[config.mk]
export PLATFORM = sky130hd
export DESIGN_NAME = spi_cmd_deframer
export DESIGN_NICKNAME = d
export VERILOG_FILES = /design/src/rtl/quartz_spi_pkg.sv /design/src/rtl/spi_pkt_buf.sv /design/src/rtl/spi_cmd_deframer.sv
export SDC_FILE = /design/constraint.sdc
export NUM_CORES = 1
export LEC_CHECK = 0
export CORE_MARGIN = 4
export CORE_UTILIZATION = 50
export CTS_CLUSTER_SIZE = 8
export DETAILED_ROUTE_END_ITERATION = 6
export GPL_TIMING_DRIVEN = 0
export HOLD_SLACK_MARGIN = 0.15
export PLACE_DENSITY = 0.71
export RECOVER_POWER = 100
export SLEW_MARGIN = 20
export SYNTH_ARGS = -nofsm -noshare
export SYNTH_HDL_FRONTEND = slang
export SYNTH_SLANG_ARGS = --single-unit
[constraint.sdc]
create_clock -name clk_in -period 7.7 [get_ports clk_in]
set_input_delay 1.54 -clock clk_in [delete_from_list [all_inputs] [get_ports clk_in]]
set_output_delay 1.54 -clock clk_in [all_outputs]
set_load 0.1 [all_outputs]
[src/rtl/quartz_spi_pkg.sv]
// Shared SPI framing definitions: deframer states, checksum seed and default payload limit.
package quartz_spi_pkg;

  typedef enum logic [2:0] {
    S_LEN,
    S_PAY,
    S_SUM,
    S_HOLD,
    S_DRAIN
  } deframer_state_e;

  localparam logic [7:0] SUM_SEED_DEF = 8'hCC;
  localparam int unsigned MAX_LEN_DEF = 32;

endpackage

[src/rtl/spi_pkt_buf.sv]
// Packet payload buffer: MAX_LEN x 8 RAM, one write port, one registered read port.
module spi_pkt_buf
  import quartz_spi_pkg::*;
#(
  parameter int unsigned DEPTH = MAX_LEN_DEF,
  parameter int unsigned AW    = (DEPTH > 1) ? $clog2(DEPTH) : 1
) (
  input  logic          clk_in,
  input  logic          rst_n,
  input  logic          wr_en,
  input  logic [AW-1:0] wr_addr,
  input  logic [7:0]    wr_data,
  input  logic [AW-1:0] rd_addr,
  output logic [7:0]    rd_data
);

  logic [7:0] mem [DEPTH];

  always_ff @(posedge clk_in) begin
    if (wr_en) mem[wr_addr] <= wr_data;
  end

  always_ff @(posedge clk_in) begin
    if (!rst_n) rd_data <= '0;
    else        rd_data <= mem[rd_addr];
  end

endmodule

[src/rtl/spi_cmd_deframer.sv]
// Extracts one length-prefixed, XOR-checksummed command packet per SPI chip-select frame.
module spi_cmd_deframer
  import quartz_spi_pkg::*;
#(
  parameter int unsigned MAX_LEN  = MAX_LEN_DEF,
  parameter logic [7:0]  SUM_SEED = SUM_SEED_DEF,
  parameter int unsigned CNT_W    = 8,
  parameter int unsigned AW       = (MAX_LEN > 1) ? $clog2(MAX_LEN) : 1
) (
  input  logic             clk_in,
  input  logic             rst_n,
  input  logic             rx_valid,
  input  logic [7:0]       rx_data,
  input  logic             rx_frame_end,
  output logic             pkt_valid,
  output logic [7:0]       pkt_len,
  input  logic [AW-1:0]    pkt_rd_addr,
  output logic [7:0]       pkt_rd_data,
  input  logic             pkt_ack,
  output logic             evt_pkt,
  output logic [CNT_W-1:0] err_len_cnt,
  output logic [CNT_W-1:0] err_sum_cnt,
  output logic [CNT_W-1:0] err_ovr_cnt
);

  localparam logic [7:0] MAX_LEN_B = 8'(MAX_LEN);

  deframer_state_e state_q, state_d;
  logic [7:0] len_q, len_d, sum_q, sum_d, idx_q, idx_d;
  logic wr_en, accept, inc_len, inc_sum, inc_ovr;

  always_comb begin
    state_d = state_q;
    len_d   = len_q;
    sum_d   = sum_q;
    idx_d   = idx_q;
    wr_en   = 1'b0;
    accept  = 1'b0;
    inc_len = 1'b0;
    inc_sum = 1'b0;
    inc_ovr = 1'b0;

    if (rx_valid) begin
      unique case (state_q)
        S_LEN: begin
          if (rx_data == 8'd0 || rx_data > MAX_LEN_B) begin
            inc_len = 1'b1;
            state_d = S_DRAIN;
          end else begin
            len_d   = rx_data;
            sum_d   = SUM_SEED ^ rx_data;
            idx_d   = '0;
            state_d = S_PAY;
          end
        end
        S_PAY: begin
          wr_en = 1'b1;
          sum_d = sum_q ^ rx_data;
          idx_d = idx_q + 8'd1;
          if (idx_q == len_q - 8'd1) state_d = S_SUM;
        end
        S_SUM: begin
          if (rx_data == sum_q) begin
            accept  = 1'b1;
            state_d = S_HOLD;
          end else begin
            inc_sum = 1'b1;
            state_d = S_DRAIN;
          end
        end
        S_HOLD:  inc_ovr = 1'b1;
        S_DRAIN: ;
        default: state_d = S_LEN;
      endcase
    end

    // frame_end is applied to the state reached after this cycle's byte, if any
    if (rx_frame_end) begin
      case (state_d)
        S_PAY, S_SUM: begin
          inc_len = 1'b1;
          state_d = S_LEN;
        end
        S_DRAIN: state_d = S_LEN;
        default: ;
      endcase
    end

    if (pkt_ack && state_q == S_HOLD) state_d = S_LEN;
  end

  always_ff @(posedge clk_in) begin
    if (!rst_n) begin
      state_q     <= S_LEN;
      len_q       <= '0;
      sum_q       <= '0;
      idx_q       <= '0;
      pkt_valid   <= 1'b0;
      pkt_len     <= '0;
      evt_pkt     <= 1'b0;
      err_len_cnt <= '0;
      err_sum_cnt <= '0;
      err_ovr_cnt <= '0;
    end else begin
      state_q   <= state_d;
      len_q     <= len_d;
      sum_q     <= sum_d;
      idx_q     <= idx_d;
      pkt_valid <= (state_d == S_HOLD);
      evt_pkt   <= accept;
      if (accept) pkt_len <= len_q;
      if (inc_len && err_len_cnt != '1) err_len_cnt <= err_len_cnt + 1'b1;
      if (inc_sum && err_sum_cnt != '1) err_sum_cnt <= err_sum_cnt + 1'b1;
      if (inc_ovr && err_ovr_cnt != '1) err_ovr_cnt <= err_ovr_cnt + 1'b1;
    end
  end

  spi_pkt_buf #(
    .DEPTH (MAX_LEN),
    .AW    (AW)
  ) u_buf (
    .clk_in  (clk_in),
    .rst_n   (rst_n),
    .wr_en   (wr_en),
    .wr_addr (idx_q[AW-1:0]),
    .wr_data (rx_data),
    .rd_addr (pkt_rd_addr),
    .rd_data (pkt_rd_data)
  );

endmodule
==> metrics, run 1 <==
number of detailed-route iterations in the first pass=5; Ports=60; hold_ws=479.5 ps; # diodes=0; CP max-delay cell=nor4_1; Post-synth EDFFs=256; Reg power frac=46.5%; worst hold path class=flip-flop to flip-flop; Pwr per Cell Area=270.3 nW/um^2; Seq/Total Area, Yosys=68.11%; IO Port Bufs=54; maximum VDD drop=0.2152 mV; DR vias/cell=5.818; final setup fails=0; CTS root buffer=clkbuf_16; Post-CTS Setup Inserts=0; Synth async-reset ratio=0%; DRC violations left=0; Synth area leader=edfxtp_1; worst-path maximum fanout=24; Routed Antenna Nets=0; Reg2Reg Depth=12; maxcap violations=7; DR vias=7557; status=complete, but fails checks; RSZ-0062 raised after global routing=false; area of the mapped netlist=13320 sq um; Nets=956; Worst-path clk slew=50 ps; post-synth top area share=57.73%; CTS Buf Count=46; die height=171.2 microns; fin crit period=5106 ps; initial antenna violation count=0; RD Place Congestion=0.8039; CP cell instances=clkbuf_1 > clkbuf_1 > nor3_1 > nor4_1 > nor2_1 > xnor2_1 > nor2_1; core area=26130 sq um; Worst setup startpoint=rx_data[0]; combinational share of power=9.9%; Post-Synthesis Cells=826; Avg WL per Cell=22.19 microns; Slew headroom=-27.31%; largest cells by area after synthesis=edfxtp_1, mux4_2, dfxtp_1; YS warnings=0; Pins Over Slew Limit=233; Syn Nets=852; hold path depth=2; Die W=171.2 microns; Worst-Margin Slew=1892 ps; period utilization=66.31%; endpoint class of the critical path=flip-flop; hold buffer count at cts=0; worst path arrival time=5490 ps; clk buf depth=3; drt total wl=28.82 mm; Sw Share=23.56%; post-synthesis sequential element count=325; Main synth FF type=edfxtp_1; row cnt=59; fmax=0.1959 GHz; synth unique cells=57; Syn Area/Cell=16.12 sq um; Hold Path Origin=err_len_cnt[5]$_SDFFE_PN0P_; worst skew pair latency=530 ps; Fin Setup TNS=0 ps; Fin Clk Skew=18.19 ps; Worst setup SP type=input port; failing checks=max-capacitance violations, max-slew violations; GRT overflow=0; cts repair resizes=0; global-route wire length before repair=44.08 mm; dpl hpwl=18.59 mm; CP Class=input port to flip-flop; internal power=3.204 mW; initial core utilization=50.95%; TritonCTS clock tree=done; P&R area growth vs syn=16.49%; die area=29310 sq um; total track usage=20.02%; largest net degree at the start of global routing=37; Starting DRT DRC Count=720; fill cell count=2005; P_sw=0.9878 mW; share of layout cells above drive strength 1=14.63%; LEAKAGE=5.155 nW; clock sinks=325; clock power share=43.6%; vias in the first global route=7501; final hold viol count=0; Critical R2R Launch=len_q[0]$_SDFFE_PN0P_; WP data required=8090 ps; crit-path max cell delay=1560 ps; htree depth=2
-- final timing paths --
check                                              endpoint  slack, ps
worst min-delay path            err_len_cnt[5]$_SDFFE_PN0P_        480
worst min register to register  err_len_cnt[5]$_SDFFE_PN0P_        480
worst max-delay path                  sum_q[3]$_SDFFE_PN0P_       2590
worst max register to register  err_len_cnt[1]$_SDFFE_PN0P_       4310
-- cells in the mapped netlist (4+ instances only) --
master	instances
a211oi_1	4
a21oi_1	18
and2_1	4
and3_1	9
buf_1	11
clkbuf_1	26
dfxtp_1	69
edfxtp_1	256
ha_1	8
inv_1	10
mux2i_1	23
mux4_2	80
nand2_1	67
nand2b_1	8
nand3_1	10
nand4_1	15
nor2_1	97
nor3_1	5
o21ai_0	9
or3_1	6
xnor2_1	21
xor2_1	20
-- routing by layer --
metal | global-route usage [%] | wire length [microns] | vias to the layer above
met5 | 0 | 0 | -
met2 | 32.51 | 14010 | 280
met4 | 5.098 | 546 | 0
met3 | 4.206 | 1968 | 44
li1 | - | - | 3404
met1 | 28.15 | 12300 | 3829
-- power groups by stage --
stage / registers, mW / clock network, mW / logic [mW]
after CTS: 1.95 / 1.86 / 0.437
after global routing: 1.95 / 1.95 / 0.449
after global placement: 1.98 / 0 / 0.427
final: 1.95 / 1.83 / 0.414
after detailed placement: 1.98 / 0 / 0.433
after floorplan: 2.04 / 0 / 0.251
-- flip-flops by register name (all words and copies together), names as in the netlist, 8 cells and up --
register       count
u_buf.mem        256
err_len_cnt        8
err_ovr_cnt        8
err_sum_cnt        8
idx_q              8
len_q              8
pkt_len            8
sum_q              8
u_buf.rd_data      8
-- final cells by class --
cell class                      instances  area (sq um)  area share (%)
Buffer                                 40         152.6          0.9841
Sequential cell                       325          9069           58.47
Multi-Input combinational cell        451          4003           25.80
Tap cell                              335         419.2           2.702
Inverter                               10         37.54          0.2420
Timing Repair Buffer                   56         498.0           3.210
Clock inverter                          3         36.28          0.2339
Clock buffer                           79          1296           8.357
-- kinds of logic after synthesis --
logic type / after synthesis / synth area share, %
flops: 325 / 68.11
simple gates: 239 / 8.429
mux: 103 / 15.26
compound gates: 59 / 3.195
buf+inv: 50 / 1.438
xor+xnor: 42 / 2.819
fa+ha+maj: 8 / 0.7518
-- layout by cell type (no fill, tap or decap), types with 15 or more instances in the layout --
cell type,n
a21oi_1,20
mux2i_1,23
dfxtp_1,69
nor2_1,97
clkbuf_1,71
nand2_1,67
xor2_1,20
dlygate4sd3_1,43
nand4_1,15
xnor2_1,22
clkbuf_16,47
edfxtp_1,256
mux4_2,80
-- through the flow --
step | total power [mW] | setup WS (ps) | utilization, % | instances | cell area [sq um]
after floorplan | 2.292 | 3929 | - | 826 | 13320
after global placement | 2.409 | 2415 | 54.63 | 1215 | 14270
after detailed placement | 2.414 | 3218 | 54.68 | 1217 | 14290
after CTS | 4.244 | 3705 | 59.78 | 1299 | 15620
after global routing | 4.353 | 2204 | 59.36 | 1299 | 15510
final | 4.192 | 2594 | 59.36 | 1299 | 15510
-- worst max-delay path: cells and delay by family --
| family | cells | cell delay (ps) |
|---|---|---|
| AND/OR/NAND/NOR | 4 | 2100 |
| buffers and inverters | 2 | 1550 |
| XOR/XNOR | 1 | 270 |
No activity file was read; power rests on OpenSTA's default activity.
==> run 2: changes to the inputs <==
==> constraint.sdc (replaced) <==
create_clock -name clk_in -period 5.2 [get_ports clk_in]
set_input_delay 1.04 -clock clk_in [delete_from_list [all_inputs] [get_ports clk_in]]
set_output_delay 1.04 -clock clk_in [all_outputs]
set_load 0.1 [all_outputs]
==> metrics, run 2 (same netlist as run 1, synthesis figures left out) <==
DRC violations left=0 (unchanged); IO Port Bufs=54 (unchanged); die area=29310 sq um (unchanged); fmax=0.2458 GHz; worst skew pair latency=530 ps (about the same); total track usage=20.02% (unchanged); final setup fails=0 (unchanged); drt total wl=28.79 mm (was 28.82 mm); Pins Over Slew Limit=222 (was 233); hold path depth=2 (unchanged); CTS Buf Count=46 (unchanged); maximum VDD drop=0.3190 mV (was 0.2152 mV); fill cell count=2000 (was 2005); RD Place Congestion=0.8039 (unchanged); DR vias=7563 (was 7557); number of detailed-route iterations in the first pass=5 (unchanged); cts repair resizes=0 (unchanged); Starting DRT DRC Count=736 (was 720); dpl hpwl=18.59 mm (unchanged); fin crit period=4068 ps; largest net degree at the start of global routing=37 (unchanged); Fin Setup TNS=0 ps (unchanged); commonest non-fill, non-tap cells in the layout=edfxtp_1, nor2_1, mux4_2, clkbuf_1, dfxtp_1 (unchanged); Worst setup SP type=input port (unchanged); Worst path depth=10 (was 7); core area=26130 sq um (unchanged); CP cell instances=clkbuf_1 > clkbuf_1 > xnor2_1 > nand4_1 > o21ba_1 > o31ai_1 > a21oi_1 > xnor2_2 > o31ai_1 > mux2i_1 (was clkbuf_1 > clkbuf_1 > nor3_1 > nor4_1 > nor2_1 > xnor2_1 > nor2_1); Avg WL per Cell=22.17 microns (was 22.19 microns); die height=171.2 microns (unchanged); kind of cell adding the most delay to the critical path=buffers and inverters (was simple AND/OR/NAND/NOR gates); period utilization=78.23%; LEAKAGE=5.167 nW (was 5.155 nW); CP Class=input port to flip-flop (unchanged); Worst-Margin Slew=1844 ps (was 1892 ps); Pwr per Cell Area=400.6 nW/um^2 (was 270.3 nW/um^2); status=complete, but fails checks (unchanged); worst path bufs/invs=2 (unchanged); hold buffer count at cts=0 (unchanged); pre-CTS setup slack=1218 ps (was 3218 ps); worst setup margin=1132 ps (was 2594 ps); GRT overflow=0 (unchanged); final hold viol count=0 (unchanged); crit-path max cell delay=1020 ps (was 1560 ps); CTS root buffer=clkbuf_16 (unchanged); clock sinks=325 (unchanged); vias in the first global route=7501 (unchanged); row cnt=59 (unchanged); P&R area growth vs syn=16.67% (was 16.49%); initial core utilization=50.95% (unchanged); global-route wire length before repair=44.08 mm (unchanged); Ports=60 (unchanged); worst hold path class=flip-flop to flip-flop (unchanged); Reg2Reg Depth=12 (unchanged); commonest non-fill, non-tap cell in the layout=edfxtp_1 (unchanged); worst path arrival time=4520 ps (was 5490 ps); DR vias/cell=5.822 (was 5.818); worst-path maximum fanout=24 (unchanged); WP data required=5650 ps (was 8090 ps); htree depth=2 (unchanged); clk buf depth=3 (unchanged); Worst-path clk slew=50 ps (about the same); Slew headroom=-22.91% (was -27.31%); maxcap violations=6 (was 7); Fin Clk Skew=20.11 ps (was 18.19 ps); # diodes=0 (unchanged); Nets=956 (unchanged); Post-CTS Setup Inserts=0 (unchanged); TritonCTS clock tree=done (unchanged); RSZ-0062 raised after global routing=false (unchanged); CP max-delay cell=clkbuf_1 (was nor4_1); Routed Antenna Nets=0 (unchanged); initial antenna violation count=0 (unchanged); share of layout cells above drive strength 1=15.15% (was 14.63%); failing checks=max-capacitance violations, max-slew violations (unchanged); endpoint class of the critical path=flip-flop (unchanged); Die W=171.2 microns (unchanged); max reg flops=256 (unchanged); Biggest register=u_buf.mem (unchanged)
==> run 2: changes by cell type in the layout (fill, tap and decap cells not counted), sizes merged <==
cell,delta
buf,+1
clkbuf,-1
==> run 2: layout make-up <==
type / count / area [sq um] / share of cell area, %
sequential: 325 / 9069 / 58.38
multi-input combinational: 451 / 4025 / 25.91
clock buffer: 79 / 1296 / 8.344
timing repair buffer: 56 / 498.0 / 3.206
tap: 335 / 419.2 / 2.698
buffer: 40 / 153.9 / 0.9907
inverter: 10 / 37.54 / 0.2416
clock inverter: 3 / 36.28 / 0.2336
==> run 2: worst reg2reg max path, stage by stage (launching register included) <==
cell	delay [ps]
dfxtp_1	300
clkbuf_1	260
inv_1	110
ha_1	200
clkbuf_1	200
o21bai_1	200
a2111oi_0	510
a311oi_2	90
a211oi_1	230
a21oi_1	200
xnor2_2	250
o31ai_1	380
mux2i_1	220
==> run 2: metal layers <==
metal / routed length, microns / track usage (%)
met5: 0 / 0
met4: 512 / 5.098
met3: 2003 / 4.206
met2: 14040 / 32.51
met1: 12240 / 28.15
==> run 2: stage by stage <==
step           utilization [%]  instances  hold WS [ps]  power [mW]  area, sq um
4_1_cts                  59.78       1299         490.0       6.284        15620
3_5_place_dp             54.68       1217         475.9       3.574        14290
5_1_grt                  59.45       1299         507.6       6.459        15530
2_1_floorplan                -        826         481.8       3.394        13320
3_3_place_gp             54.63       1215         463.7       3.567        14270
6_report                 59.45       1299         479.3       6.223        15530
==> run 2: path summary, 6_finish.rpt <==
kind | startpoint | slack (ps) | end
min reg2reg | err_len_cnt[5]$_SDFFE_PN0P_ | 480 | err_len_cnt[5]$_SDFFE_PN0P_
min | err_len_cnt[5]$_SDFFE_PN0P_ | 480 | err_len_cnt[5]$_SDFFE_PN0P_
max | rx_data[0] | 1130 | err_len_cnt[4]$_SDFFE_PN0P_
max reg2reg | len_q[0]$_SDFFE_PN0P_ | 1990 | err_len_cnt[4]$_SDFFE_PN0P_
==> run 2: where the power goes <==
group / total, mW / switching [mW] / internal (mW)
combinational: 0.626 / 0.404 / 0.222
clock: 2.71 / 1.03 / 1.68
sequential: 2.89 / 0.0330 / 2.85
==> run 3: changes to the inputs <==
--- a/config.mk
+++ b/config.mk
@@ -11,7 +11,7 @@
 export DETAILED_ROUTE_END_ITERATION = 6
 export GPL_TIMING_DRIVEN = 0
 export HOLD_SLACK_MARGIN = 0.15
-export PLACE_DENSITY = 0.71
+export PLACE_DENSITY = 0.74
 export RECOVER_POWER = 100
 export SLEW_MARGIN = 20
 export SYNTH_ARGS = -nofsm -noshare
==> constraint.sdc (replaced) <==
create_clock -name clk_in -period 3.6 [get_ports clk_in]
set_input_delay 0.72 -clock clk_in [delete_from_list [all_inputs] [get_ports clk_in]]
set_output_delay 0.72 -clock clk_in [all_outputs]
set_load 0.1 [all_outputs]
==> metrics, run 3 (same netlist as run 1, synthesis figures left out) <==
LEAKAGE=5.189 nW (was 5.167 nW); Nets=955 (was 956); dpl hpwl=18.17 mm (was 18.59 mm); DR vias/cell=5.759 (was 5.822); CP max-delay cell=clkbuf_1 (unchanged); Worst setup SP type=input port (unchanged); Sw Share=23.67% (was 23.63%); max reg flops=256 (unchanged); Avg WL per Cell=21.20 microns (was 22.17 microns); pre-CTS setup slack=-803.7 ps (was 1218 ps); share of layout cells above drive strength 1=16.11% (was 15.15%); initial antenna violation count=0 (unchanged); commonest non-fill, non-tap cells in the layout=edfxtp_1, nor2_1, mux4_2, dfxtp_1, nand2_1 (was edfxtp_1, nor2_1, mux4_2, clkbuf_1, dfxtp_1); CTS Buf Count=46 (unchanged); CTS root buffer=clkbuf_16 (unchanged); P_sw=2.123 mW (was 1.471 mW); CP Class=input port to flip-flop (unchanged); Ports=60 (unchanged); IO Port Bufs=54 (unchanged); hold buffer count at cts=0 (unchanged); status=complete, but fails checks (unchanged); Reg2Reg Capture Point=err_len_cnt[4]$_SDFFE_PN0P_ (unchanged); final hold viol count=0 (unchanged); DR vias=7469 (was 7563); kind of cell adding the most delay to the critical path=buffers and inverters (unchanged); clk buf depth=3 (unchanged); die area=29310 sq um (unchanged); Pins Over Slew Limit=111 (was 222); row cnt=59 (unchanged); Fin Clk Skew=22.66 ps (was 20.11 ps); number of detailed-route iterations in the first pass=5 (unchanged); global-route wire length before repair=43.15 mm (was 44.08 mm); final setup fails=0 (unchanged); Routed Antenna Nets=0 (unchanged); Worst-Margin Slew=1667 ps (was 1844 ps); TritonCTS clock tree=done (unchanged); maxcap violations=3 (was 6); Die W=171.2 microns (unchanged); worst hold path class=flip-flop to flip-flop (unchanged); commonest non-fill, non-tap cell in the layout=edfxtp_1 (unchanged); total power=8.972 mW (was 6.223 mW); worst path bufs/invs=1 (was 2); Biggest register=u_buf.mem (unchanged); RD Place Congestion=0.8219 (was 0.8039); fmax=0.2991 GHz; period utilization=92.87%; initial core utilization=50.95% (unchanged); Reg power frac=46.5% (was 46.4%); combinational share of power=10.1% (about the same); P&R area growth vs syn=16.92% (was 16.67%); Critical R2R Launch=len_q[0]$_SDFFE_PN0P_ (unchanged); crit-path max cell delay=1180 ps (was 1020 ps); Post-CTS Setup Inserts=0 (unchanged); internal power=6.848 mW (was 4.752 mW); worst skew pair latency=540 ps (was 530 ps); die height=171.2 microns (unchanged); RSZ-0062 raised after global routing=false (unchanged); # diodes=0 (unchanged); Hold Path Origin=err_len_cnt[5]$_SDFFE_PN0P_ (unchanged); clock sinks=325 (unchanged); worst setup margin=256.8 ps (was 1132 ps); hold path depth=2 (unchanged); drt total wl=27.50 mm (was 28.79 mm); worst-path maximum fanout=36 (was 24); maximum VDD drop=0.5236 mV (was 0.3190 mV); WP data required=4070 ps (was 5650 ps); endpoint class of the critical path=flip-flop (unchanged); largest net degree at the start of global routing=38 (was 37); cts repair resizes=2 (was 0); final core utilization=59.58% (was 59.45%); Pwr per Cell Area=576.3 nW/um^2 (was 400.6 nW/um^2); GRT overflow=0 (unchanged); vias in the first global route=7604 (was 7501); Starting DRT DRC Count=688 (was 736); total track usage=19.09% (was 20.02%); Worst-path clk slew=50 ps (about the same); placed cell count=1216 (was 1217); core area=26130 sq um (unchanged); fin cells=1297 (was 1299); Reg2Reg Depth=12 (unchanged); DRC violations left=0 (unchanged); CP cell instances=clkbuf_1 > xnor2_1 > nand4_1 > o21ba_2 > o31ai_1 > a21oi_2 > xnor2_2 > o31ai_2 > mux2i_1 (was clkbuf_1 > clkbuf_1 > xnor2_1 > nand4_1 > o21ba_1 > o31ai_1 > a21oi_1 > xnor2_2 > o31ai_1 > mux2i_1); htree depth=2 (unchanged); Fin Setup TNS=0 ps (unchanged); WHS Endpoint=err_len_cnt[5]$_SDFFE_PN0P_ (unchanged); fin crit period=3343 ps; failing checks=max-capacitance violations, max-slew violations (unchanged); reg-to-reg slack, setup=430 ps (was 1990 ps); worst path arrival time=3810 ps (was 4520 ps); Slew headroom=-11.11% (was -22.91%); clock power share=43.4% (was 43.6%)
## run 3: cell types whose count changed in the layout (fill, tap and decap cells not counted), sizes merged
cell | previous run | this run
inv | 10 | 11
clkbuf | 117 | 111
clkinv | 3 | 1
buf | 12 | 17
## run 3: layout make-up
| class | instances | area [sq um] |
|---|---|---|
| clock buffers | 79 | 1285 |
| plain buffers | 40 | 153.9 |
| inverters | 10 | 37.54 |
| clock inverters | 2 | 36.28 |
| well taps | 335 | 419.2 |
| repair buffers | 55 | 523.0 |
| flip-flops and latches | 325 | 9069 |
| fillers | 1947 | 10560 |
| multi-input cells | 451 | 4045 |
## run 3: power groups by stage
stage / clock [mW] / sequential [mW] / combinational [mW]
3_5_place_dp: 0 / 4.24 / 0.918
5_1_grt: 4.16 / 4.17 / 0.971
4_1_cts: 3.97 / 4.17 / 0.923
2_1_floorplan: 0 / 4.37 / 0.536
3_3_place_gp: 0 / 4.24 / 0.900
6_report: 3.90 / 4.17 / 0.906
## run 3: worst reg2reg max path: stages, from the launching register on
cell and delay [ps]:
dfxtp_1 300, clkbuf_1 260, inv_1 110, ha_1 210, clkbuf_1 200, o21bai_1 200
a2111oi_0 540, a311oi_2 80, a211oi_1 290, a21oi_2 150, xnor2_2 240, o31ai_2 310
mux2i_1 200
## run 3: metal layers
metal  up-vias  wire length (microns)  global-route usage [%]
met5         -                      0                       0
met4         0                    637                   5.649
met3        41                   1961                   4.229
met2       267                  13600                   31.43
met1      3768                  11300                   25.91
li1       3393                      -                       -
## run 3: through the flow
stage / cell area (sq um) / hold slack (ps)
6_report: 15570 / 470.9
5_1_grt: 15570 / 500.5
4_1_cts: 15590 / 479.3
3_5_place_dp: 14270 / 472.1
3_3_place_gp: 14270 / 461.4
2_1_floorplan: 13320 / 481.8
## run 3: how the worst max path moves through the flow
stage              startpoint                           to  slack, ps  depth (start not counted)
3_5_place_dp       rx_data[1]        sum_q[1]$_SDFFE_PN0P_       -800                          9
4_1_cts            rx_data[1]        sum_q[2]$_SDFFE_PN0P_        300                          9
3_3_place_gp       rx_data[4]        sum_q[7]$_SDFFE_PN0P_       -760                          9
6_report           rx_data[3]  err_len_cnt[4]$_SDFFE_PN0P_        260                          9
2_1_floorplan  pkt_rd_addr[0]  u_buf.rd_data[3]$_SDFF_PN0_        650                          6
5_1_grt            rx_data[3]        sum_q[2]$_SDFFE_PN0P_         60                          9
==> edit: new RTL, config.mk and constraints of run 2 <==
`MAX_LEN_DEF`: 32 -> 64.
--- a/src/rtl/quartz_spi_pkg.sv
+++ b/src/rtl/quartz_spi_pkg.sv
@@ -10,7 +10,7 @@
   } deframer_state_e;
 
   localparam logic [7:0] SUM_SEED_DEF = 8'hCC;
-  localparam int unsigned MAX_LEN_DEF = 32;
+  localparam int unsigned MAX_LEN_DEF = 64;
 
 endpackage
 
Interface: changed (resized pkt_rd_addr); port bits go from 60 to 61. No check against the original RTL was run, so the function may have changed too.
==> edit against run 2 <==
- total power grew 67%
- maximum frequency shrank 3.9%
- sequential cell count grew 256
- final area grew 71%
- hold slack gained 10 ps
- setup slack lost 170 ps
- routed wire length grew 78%
- synthesized area grew 73%
- critical endpoint unchanged
- largest cell class unchanged
- highest routed layer unchanged
==> edit: results (changes against run 2) <==
LEAKAGE 8.48 nW (was 5.17 nW); Clock buf/inv share 0.0845 (was 0.0858); Post-Synth Adder-Cell Area 0.00272 (was 0.00752); met2 WL post-DR 24,600 um (was 14,000 um); Arr. time, crit path 4740 ps (was 4520 ps); largest net degree at the start of global routing 70 (was 37); hold path startpoint pkt_len[1] (was err_len_cnt[5]); CP delay by family, top simple AND/OR/NAND/NOR gates (was buffers and inverters); clk_buf instances 109 (was 79); clk sinks 581 (was 325); Area contributors post-synth edfxtp_1, mux4_2, dfxtp_1 (unchanged); switching power share of the total 0.207 (was 0.236); Non-clock buffers, area share 0.0292 (was 0.0420); Worst Hold End pkt_len[1] (was err_len_cnt[5]); Nets 1,357 (was 956); htree depth 3 (was 2); post-synthesis mux area share 0.171 (was 0.153); Sequential Area 16,800 um2 (was 9070 um2); Starting DRT DRC Count 1,316 (was 736); Seq/Total Area, Yosys 0.729 (was 0.681); total track usage 0.210 (was 0.200); EDFF count, synth 512 (was 256); initial antenna violation count 1 (was 0); first-pass GRT wire length 77,200 um (was 44,100 um); drt total wl 51,200 um (was 28,800 um); CP Max Fanout 68 (was 24); clk_lat worst skew 590 ps (was 530 ps); final clock skew 22.9 ps (was 20.1 ps); met2 usage 0.325 (about the same); Synth Area in Compound Gates 0.0145 (was 0.0319); multi-input combinational area share 0.224 (was 0.259); met1 capacity usage during global routing 0.297 (was 0.281); Syn Nets 1,219 (was 852); P_comb 550 uW (was 626 uW); Max rail drop VDD 0.000252 V (was 0.000319 V); placed insts 1,849 (was 1,217); post-DP HPWL 31,400 um (was 18,600 um); Flop pwr share 0.493 (was 0.464); Largest register FFs 512 (was 256); r2r setup slk 1620 ps (was 1990 ps); cts bufs inserted 82 (was 46); bufs w/o clock 118 (was 96); Post-synth top cells edfxtp_1, mux4_2, nor2_1 (was edfxtp_1, nor2_1, mux4_2); slowest stage delay, CP 610 ps (was 1020 ps); vias in the first global route 12.0k (was 7,501); Filler cells 3,291 (was 2,000); outcome complete, no violations (was complete, but fails checks); Post-Synth XOR/XNOR Area 0.0171 (was 0.0282); tightest hold margin 490 ps (was 479 ps); Met1 Routed Length 20,800 um (was 12,200 um); routed len/inst 26.1 um (was 22.2 um); met3 wire length 4520 um (was 2000 um); multi-input logic cell count 538 (was 451); Slew headroom 0.301 (was -0.229)
[edit: cell types whose count changed after synthesis, sizes merged, moves of 9 or more]
| cell | delta |
|---|---|
| edfxtp | +256 |
| mux4 | +88 |
| nor2 | +33 |
| nand2 | -27 |
| clkbuf | +15 |
| buf | +9 |
| xnor2 | +9 |
[edit: worst max-delay path by stage]
stage	startpoint	endpoint	cells past startpoint
CTS	pkt_rd_addr[0]	u_buf.rd_data[5]	6
global placement	rx_data[2]	err_len_cnt[5]	11
detailed placement	pkt_rd_addr[0]	u_buf.rd_data[2]	6
finish	rx_data[0]	err_len_cnt[4]	12
global route	rx_data[0]	err_len_cnt[4]	12
floorplan	pkt_rd_addr[0]	u_buf.rd_data[0]	6
[edit: stage by stage]
stage | area, um2 | power (mW) | worst slack (ps)
finish | 26500 | 10.4 | 965
global route | 26500 | 10.7 | 558
CTS | 26500 | 10.4 | 1200
detailed placement | 24300 | 5.76 | 588
global placement | 24300 | 5.76 | -1010
floorplan | 23000 | 5.55 | 1390
